===== src/rtl/ternary_mvm_engine.sv =====
// Ternary matrix-vector multiply engine: streams 2-bit weight codes and signed vector
// elements over a 16-bit valid/ready port. Optional build macro: TERNARY_SAT_EN.
module ternary_mvm_engine #(
    parameter int IN_LEN    = 14,
    parameter int OUT_LEN   = 7,
    parameter int BIT_WIDTH = 8,
    parameter int ACC_WIDTH = BIT_WIDTH + $clog2(IN_LEN)
) (
    input  logic                 clk,
    input  logic                 rst_n,
    input  logic                 in_valid,
    output logic                 in_ready,
    input  logic [15:0]          in_data,
    input  logic                 reload,
    output logic                 out_valid,
    input  logic                 out_ready,
    output logic [ACC_WIDTH-1:0] out_data,
    output logic                 weights_ok
);
    localparam int N_W     = OUT_LEN * IN_LEN;
    localparam int W_WORDS = (N_W + 7) / 8;
    localparam int CNT_MAX = (W_WORDS > IN_LEN) ? ((W_WORDS > OUT_LEN) ? W_WORDS : OUT_LEN)
                                                : ((IN_LEN > OUT_LEN) ? IN_LEN : OUT_LEN);
    localparam int CNT_W   = $clog2(CNT_MAX) + 1;

    typedef enum logic [1:0] {
        S_LOAD_W  = 2'd0,
        S_LOAD_X  = 2'd1,
        S_COMPUTE = 2'd2,
        S_DRAIN   = 2'd3
    } state_t;

    state_t                        r_state;
    state_t                        w_next;
    logic [CNT_W-1:0]              r_cnt;
    logic                          r_weights_ok;
    logic [2*N_W-1:0]              r_wt;
    logic [BIT_WIDTH-1:0]          r_x   [IN_LEN];
    logic [ACC_WIDTH-1:0]          r_res [OUT_LEN];
    logic                          w_last;
    logic                          w_wr_w;
    logic                          w_wr_x;
    logic [2*IN_LEN-1:0]           w_row;
    logic signed [ACC_WIDTH-1:0]   w_xe;
    logic signed [ACC_WIDTH-1:0]   w_sum;
    logic signed [ACC_WIDTH-1:0]   w_res;
    logic [ACC_WIDTH-1:0]          w_out;

    assign w_wr_w     = (r_state == S_LOAD_W) && in_valid && !reload;
    assign w_wr_x     = (r_state == S_LOAD_X) && in_valid && !reload;
    assign out_valid  = (r_state == S_DRAIN);
    assign weights_ok = r_weights_ok;
    assign out_data   = w_out;

    // Input ready decodes from state; reload masks it only while loading the vector.
    always_comb begin
        case (r_state)
            S_LOAD_W: in_ready = 1'b1;
            S_LOAD_X: in_ready = !reload;
            default:  in_ready = 1'b0;
        endcase
    end

    // Terminal-count decode for whichever phase the shared counter is tracking.
    always_comb begin
        case (r_state)
            S_LOAD_W:  w_last = (r_cnt == CNT_W'(W_WORDS - 1));
            S_LOAD_X:  w_last = (r_cnt == CNT_W'(IN_LEN - 1));
            S_COMPUTE: w_last = (r_cnt == CNT_W'(OUT_LEN - 1));
            S_DRAIN:   w_last = (r_cnt == CNT_W'(OUT_LEN - 1));
            default:   w_last = 1'b0;
        endcase
    end

    // Next-state decode.
    always_comb begin
        w_next = r_state;
        case (r_state)
            S_LOAD_W:  if (w_wr_w && w_last) w_next = S_LOAD_X; else w_next = r_state;
            S_LOAD_X:  if (reload) w_next = S_LOAD_W;
                       else if (w_wr_x && w_last) w_next = S_COMPUTE;
                       else w_next = r_state;
            S_COMPUTE: if (w_last) w_next = S_DRAIN; else w_next = r_state;
            S_DRAIN:   if (out_ready && w_last) w_next = S_LOAD_X; else w_next = r_state;
            default:   w_next = S_LOAD_W;
        endcase
    end

    // State register.
    always_ff @(posedge clk or negedge rst_n) begin
        if (!rst_n) r_state <= S_LOAD_W;
        else        r_state <= w_next;
    end

    // Shared beat/row/index counter; clears on every phase change and on reload in LOAD_W.
    always_ff @(posedge clk or negedge rst_n) begin
        if (!rst_n) begin
            r_cnt <= '0;
        end else if ((w_next != r_state) || ((r_state == S_LOAD_W) && reload)) begin
            r_cnt <= '0;
        end else if (w_wr_w || w_wr_x || (r_state == S_COMPUTE) ||
                     ((r_state == S_DRAIN) && out_ready)) begin
            r_cnt <= r_cnt + CNT_W'(1);
        end
    end

    // Weight-matrix-complete flag.
    always_ff @(posedge clk or negedge rst_n) begin
        if (!rst_n)                                r_weights_ok <= 1'b0;
        else if (w_wr_w && w_last)                 r_weights_ok <= 1'b1;
        else if ((r_state == S_LOAD_X) && reload)  r_weights_ok <= 1'b0;
    end

    // Weight store; padding fields of the last beat are never captured.
    always_ff @(posedge clk or negedge rst_n) begin
        if (!rst_n) begin
            r_wt <= '0;
        end else begin
            for (int k = 0; k < N_W; k++) begin
                if (w_wr_w && (r_cnt == CNT_W'(k / 8)))
                    r_wt[2*k +: 2] <= in_data[2*(k % 8) +: 2];
            end
        end
    end

    // Vector store.
    always_ff @(posedge clk or negedge rst_n) begin
        if (!rst_n) begin
            for (int i = 0; i < IN_LEN; i++) r_x[i] <= '0;
        end else begin
            for (int i = 0; i < IN_LEN; i++) begin
                if (w_wr_x && (r_cnt == CNT_W'(i))) r_x[i] <= in_data[BIT_WIDTH-1:0];
            end
        end
    end

    // Row select of the weight store for the row being computed.
    always_comb begin
        w_row = '0;
        for (int r = 0; r < OUT_LEN; r++) begin
            if (r_cnt == CNT_W'(r)) w_row = r_wt[2*IN_LEN*r +: 2*IN_LEN];
            else                    w_row = w_row;
        end
    end

    // Ternary dot product: each code adds, subtracts or skips its element (10 is a zero).
    always_comb begin
        w_sum = '0;
        w_xe  = '0;
        for (int c = 0; c < IN_LEN; c++) begin
            w_xe = {{(ACC_WIDTH-BIT_WIDTH){r_x[c][BIT_WIDTH-1]}}, r_x[c]};
            case (w_row[2*c +: 2])
                2'b01:   w_sum = w_sum + w_xe;
                2'b11:   w_sum = w_sum - w_xe;
                default: w_sum = w_sum;
            endcase
        end
    end

`ifdef TERNARY_SAT_EN
    localparam logic signed [ACC_WIDTH-1:0] SAT_HI = ACC_WIDTH'((32'sd1 <<< (BIT_WIDTH-1)) - 32'sd1);
    localparam logic signed [ACC_WIDTH-1:0] SAT_LO = ~SAT_HI;

    // Clamp to the input element range.
    always_comb begin
        if (w_sum > SAT_HI)      w_res = SAT_HI;
        else if (w_sum < SAT_LO) w_res = SAT_LO;
        else                     w_res = w_sum;
    end
`else
    // Full-precision result.
    always_comb begin
        w_res = w_sum;
    end
`endif

    // Result registers, one row per COMPUTE cycle.
    always_ff @(posedge clk or negedge rst_n) begin
        if (!rst_n) begin
            for (int r = 0; r < OUT_LEN; r++) r_res[r] <= '0;
        end else begin
            for (int r = 0; r < OUT_LEN; r++) begin
                if ((r_state == S_COMPUTE) && (r_cnt == CNT_W'(r))) r_res[r] <= w_res;
            end
        end
    end

    // Output mux; zero outside DRAIN.
    always_comb begin
        w_out = '0;
        if (r_state == S_DRAIN) begin
            for (int r = 0; r < OUT_LEN; r++) begin
                if (r_cnt == CNT_W'(r)) w_out = r_res[r];
                else                    w_out = w_out;
            end
        end else begin
            w_out = '0;
        end
    end
endmodule


===== config.mk =====
export PLATFORM = sky130hd
export DESIGN_NAME = ternary_mvm_engine
export DESIGN_NICKNAME = d
export VERILOG_FILES = /design/src/rtl/ternary_mvm_engine.sv
export SDC_FILE = /design/constraint.sdc
export NUM_CORES = 1
export LEC_CHECK = 0
export CAP_MARGIN = 25
export CORE_MARGIN = 2
export CORE_UTILIZATION = 29
export CTS_CLUSTER_DIAMETER = 40
export DETAILED_ROUTE_END_ITERATION = 7
export PLACE_DENSITY = 0.54
export SETUP_SLACK_MARGIN = 0.5
export SLEW_MARGIN = 15
export SYNTH_ARGS = -nofsm -noshare
export SYNTH_HDL_FRONTEND = slang
export SYNTH_SLANG_ARGS = --single-unit

===== constraint.sdc =====
create_clock -name clk -period 21.6 [get_ports clk]
set_clock_uncertainty 0.05 [all_clocks]
set_input_delay 4.32 -clock clk [delete_from_list [all_inputs] [get_ports clk]]
set_output_delay 4.32 -clock clk [all_outputs]
set_load 0.01 [all_outputs]

==> run_summary.xml <==
<?xml version="1.0" encoding="UTF-8"?>
<metrics>
  <group name="setup_path">
    <metric name="crit_slowest_cell" unit="">or4_4</metric>
    <metric name="setup.worst_path.start_class" unit="">flip-flop</metric>
    <metric name="cp_max_fo" unit="">14</metric>
    <metric name="worst_path_max_stage_delay" unit="ns">0.63</metric>
    <metric name="cpMostUsedCell" unit="">xnor2_1</metric>
    <metric name="timing.setup.critical_path_class" unit="">flip-flop to flip-flop</metric>
    <metric name="worst_path_arrival_time" unit="ns">20.24</metric>
    <metric name="worst-endpoint-required" unit="ns">22.06</metric>
    <metric name="cp-end-kind" unit="">flip-flop</metric>
  </group>
  <group name="cts">
    <metric name="clk_path_buf_depth" unit="">3</metric>
    <metric name="cts_buffers" unit="">52</metric>
    <metric name="htree_num_levels" unit="">2</metric>
    <metric name="holdBufCountCts" unit="">0</metric>
    <metric name="clkSinkCount" unit="">400</metric>
    <metric name="cts.clk_slew.worst_paths" unit="ns">0.06</metric>
    <metric name="clkLatencyLatePin" unit="ns">0.62</metric>
    <metric name="cts_root_buffer" unit="">clkbuf_16</metric>
    <metric name="tritoncts_clock_tree" unit="">yes</metric>
  </group>
  <group name="yosys">
    <metric name="yosys.cell_types.count" unit="">116</metric>
    <metric name="synth.area.top_cells" unit="">dfrtp_1, mux2_2, ha_1</metric>
    <metric name="number_of_synthesized_flops_with_an_enable_pin" unit="">0</metric>
    <metric name="syn_area_per_cell" unit="sq um">9.35</metric>
    <metric name="number_of_synthesized_register_bits" unit="">400</metric>
    <metric name="yosys_most_used_dff" unit="">dfrtp_1</metric>
    <metric name="share_of_synthesized_area_occupied_by_flip_flops_and_latches" unit="%">33.7</metric>
    <metric name="syn_area" unit="sq um">29700</metric>
    <metric name="synthDominantAreaCellType" unit="">dfrtp_1</metric>
    <metric name="async_flop_share" unit="%">100</metric>
    <metric name="synth_nets" unit="">3369</metric>
    <metric name="area_share_of_the_leading_cell_type_in_the_synthesized_netlist" unit="%">33.7</metric>
    <metric name="synthesis.instances" unit="">3176</metric>
    <metric name="synthesis_warnings" unit="">0</metric>
  </group>
  <group name="drt">
    <metric name="drtIter0Drc" unit="">1736</metric>
    <metric name="drc" unit="">0</metric>
    <metric name="routed-via-count" unit="">23700</metric>
    <metric name="post_drt_via_cell_ratio" unit="">5.19</metric>
    <metric name="avgRoutedWirePerCell" unit="um">19.4</metric>
    <metric name="drt_first_pass_iters" unit="">5</metric>
    <metric name="post_route_antenna_net_violation_count" unit="">0</metric>
    <metric name="drt-total-wl" unit="mm">88.8</metric>
  </group>
  <group name="timing">
    <metric name="setup_repair_after_global_routing_missed_its_margin" unit="">false</metric>
    <metric name="fmaxAchievable" unit="MHz">50.5</metric>
    <metric name="finalSetupViolations" unit="">0</metric>
    <metric name="worst-slew-pin-transition" unit="ns">1.06</metric>
    <metric name="layout_min_cycle_time" unit="ns">19.79</metric>
    <metric name="final.setup.tns" unit="ns">0</metric>
    <metric name="timing.final.crit_share" unit="%">91.6</metric>
    <metric name="slew_violations" unit="">0</metric>
    <metric name="timing.slew.headroom" unit="%">29.3</metric>
    <metric name="hold_fails_final_rpt" unit="">0</metric>
  </group>
  <group name="global_routing">
    <metric name="maximum_number_of_pins_on_one_net_before_global_route_repair" unit="">159</metric>
    <metric name="grt_pass1_wl" unit="mm">138</metric>
    <metric name="grt_antenna_before_repair" unit="">7</metric>
    <metric name="grt_usage" unit="%">16.9</metric>
    <metric name="grt.overflow.total" unit="">0</metric>
    <metric name="first_global_vias" unit="">23100</metric>
  </group>
  <group name="final_layout">
    <metric name="drive_gt1_share" unit="%">18.2</metric>
    <metric name="fillerInstances" unit="">10500</metric>
    <metric name="final_nets" unit="">3344</metric>
    <metric name="final-instance-count-excl-fill" unit="">4566</metric>
    <metric name="layout.cells.most_common" unit="">dfrtp_1</metric>
    <metric name="layout.cells.most_common_list" unit="">dfrtp_1, mux2_2, nor2_1, a21oi_1, nand2_1</metric>
    <metric name="flow.area_growth_from_synthesis" unit="%">12.8</metric>
  </group>
  <group name="floorplanning">
    <metric name="pin_count" unit="">36</metric>
    <metric name="initial_utilization" unit="%">29.2</metric>
    <metric name="std_cell_rows" unit="">117</metric>
    <metric name="chipHeight" unit="um">324</metric>
    <metric name="die-width" unit="um">324</metric>
    <metric name="core" unit="sq um">102000</metric>
    <metric name="die_area" unit="sq um">105000</metric>
  </group>
  <group name="min_path">
    <metric name="holdCritPathClass" unit="">flip-flop to flip-flop</metric>
  </group>
  <group name="place">
    <metric name="placed_cells" unit="">4455</metric>
    <metric name="place_hpwl" unit="mm">61.4</metric>
    <metric name="place.gp.congestion" unit="">0.861</metric>
    <metric name="place.port_buffers" unit="">35</metric>
  </group>
  <group name="flow_run">
    <metric name="cap_violations" unit="">0</metric>
  </group>
  <group name="status">
    <metric name="outcome" unit="">finished, final reports clean</metric>
  </group>
</metrics>
==> repair_timing <==
action | CTS | global route
resized for setup | 0 | 27
setup endpoints to repair | 0 | 7
setup buffers | 0 | 6
==> worst max-delay path, delay by kind of cell (launching register included) <==
family                   cells  cell delay [ns]
XOR/XNOR                    23             4.44
buffers and inverters        5             0.52
adder cells (fa/ha/maj)     12             3.85
AND/OR/NAND/NOR             15             2.83
multiplexers                 7             2.01
flip-flops                   1             0.44
AO/OA/AOI/OAI               23             5.49
==> per-layer routing <==
metal / up-vias / GRT usage (%) / routed length [um]
li1: 11500 / - / -
met1: 11700 / 23.0 / 41000
met2: 448 / 27.4 / 41000
met3: 121 / 2.35 / 3990
met4: 2 / 5.57 / 2740
met5: - / 0 / 16
==> layout make-up <==
| class | instances | area [sq um] | area share, % |
|---|---|---|---|
| diodes | 3 | 7.51 | 0.0224 |
| clock buffers | 63 | 1390 | 4.16 |
| clock inverters | 35 | 417 | 1.24 |
| inverters | 156 | 586 | 1.75 |
| multi-input cells | 2452 | 18600 | 55.5 |
| flip-flops and latches | 400 | 10000 | 29.9 |
| well taps | 1368 | 1710 | 5.11 |
| repair buffers | 89 | 778 | 2.32 |
==> cells by family after synthesis <==
logic type | after synthesis | share of synthesized area [%]
AOI/OAI and AO/OA | 775 | 17.6
adders and majority gates | 172 | 7.55
buffers and inverters | 324 | 4.31
and+or+nand+nor | 865 | 14.2
muxes | 408 | 15.3
DFF | 400 | 33.7
xor gates and xnor gates | 232 | 7.24
==> metrics by stage <==
step	hold WS (ns)	setup slack (ns)	util, %	instance area (sq um)
finish	0.435	1.81	33.0	33500
global route	0.458	0.412	32.9	33500
CTS	0.439	0.672	32.7	33300
detailed placement	0.421	0.757	31.0	31500
global placement	0.416	1.15	30.9	31400
floorplan	0.397	2.71	-	29700
==> synthesized netlist by cell type, types with 19 or more instances <==
master / n
o21a_1: 21
mux2_2: 339
xnor2_1: 156
ha_1: 160
o31ai_1: 31
nor2_1: 325
a21oi_1: 265
inv_1: 155
clkbuf_1: 125
nand2b_1: 20
a31oi_1: 31
nor3_1: 88
dfrtp_1: 400
nor2b_1: 33
mux2i_1: 59
nand2_1: 196
and2_1: 19
or3_1: 27
nand3_1: 31
o21ai_0: 104
a211oi_1: 37
a221oi_1: 54
buf_1: 19
xor2_1: 67
a21o_1: 50
==> path summary, 6_finish.rpt <==
check                          start   endpoint  slack, ns  depth (start not counted)
min in group asynchronous      rst_n   r_x[111]       3.64                          1
max in group asynchronous      rst_n   r_cnt[3]      15.61                          3
min                        r_res[80]  r_res[80]       0.43                          2
min reg2reg                r_res[80]  r_res[80]       0.43                          2
max reg2reg                 r_cnt[0]  r_res[83]       1.81                         85
max                         r_cnt[0]  r_res[83]       1.81                         85
==> sequential cells by signal, summed over array words and instances (netlist names) <==
signal and cells:
r_wt 196, r_cnt 5, r_state 2, r_res 84
r_x 112, weights_ok 1
Power is not shown: default switching activity piles up to over one toggle a cycle in this logic, so the estimate is an artifact.
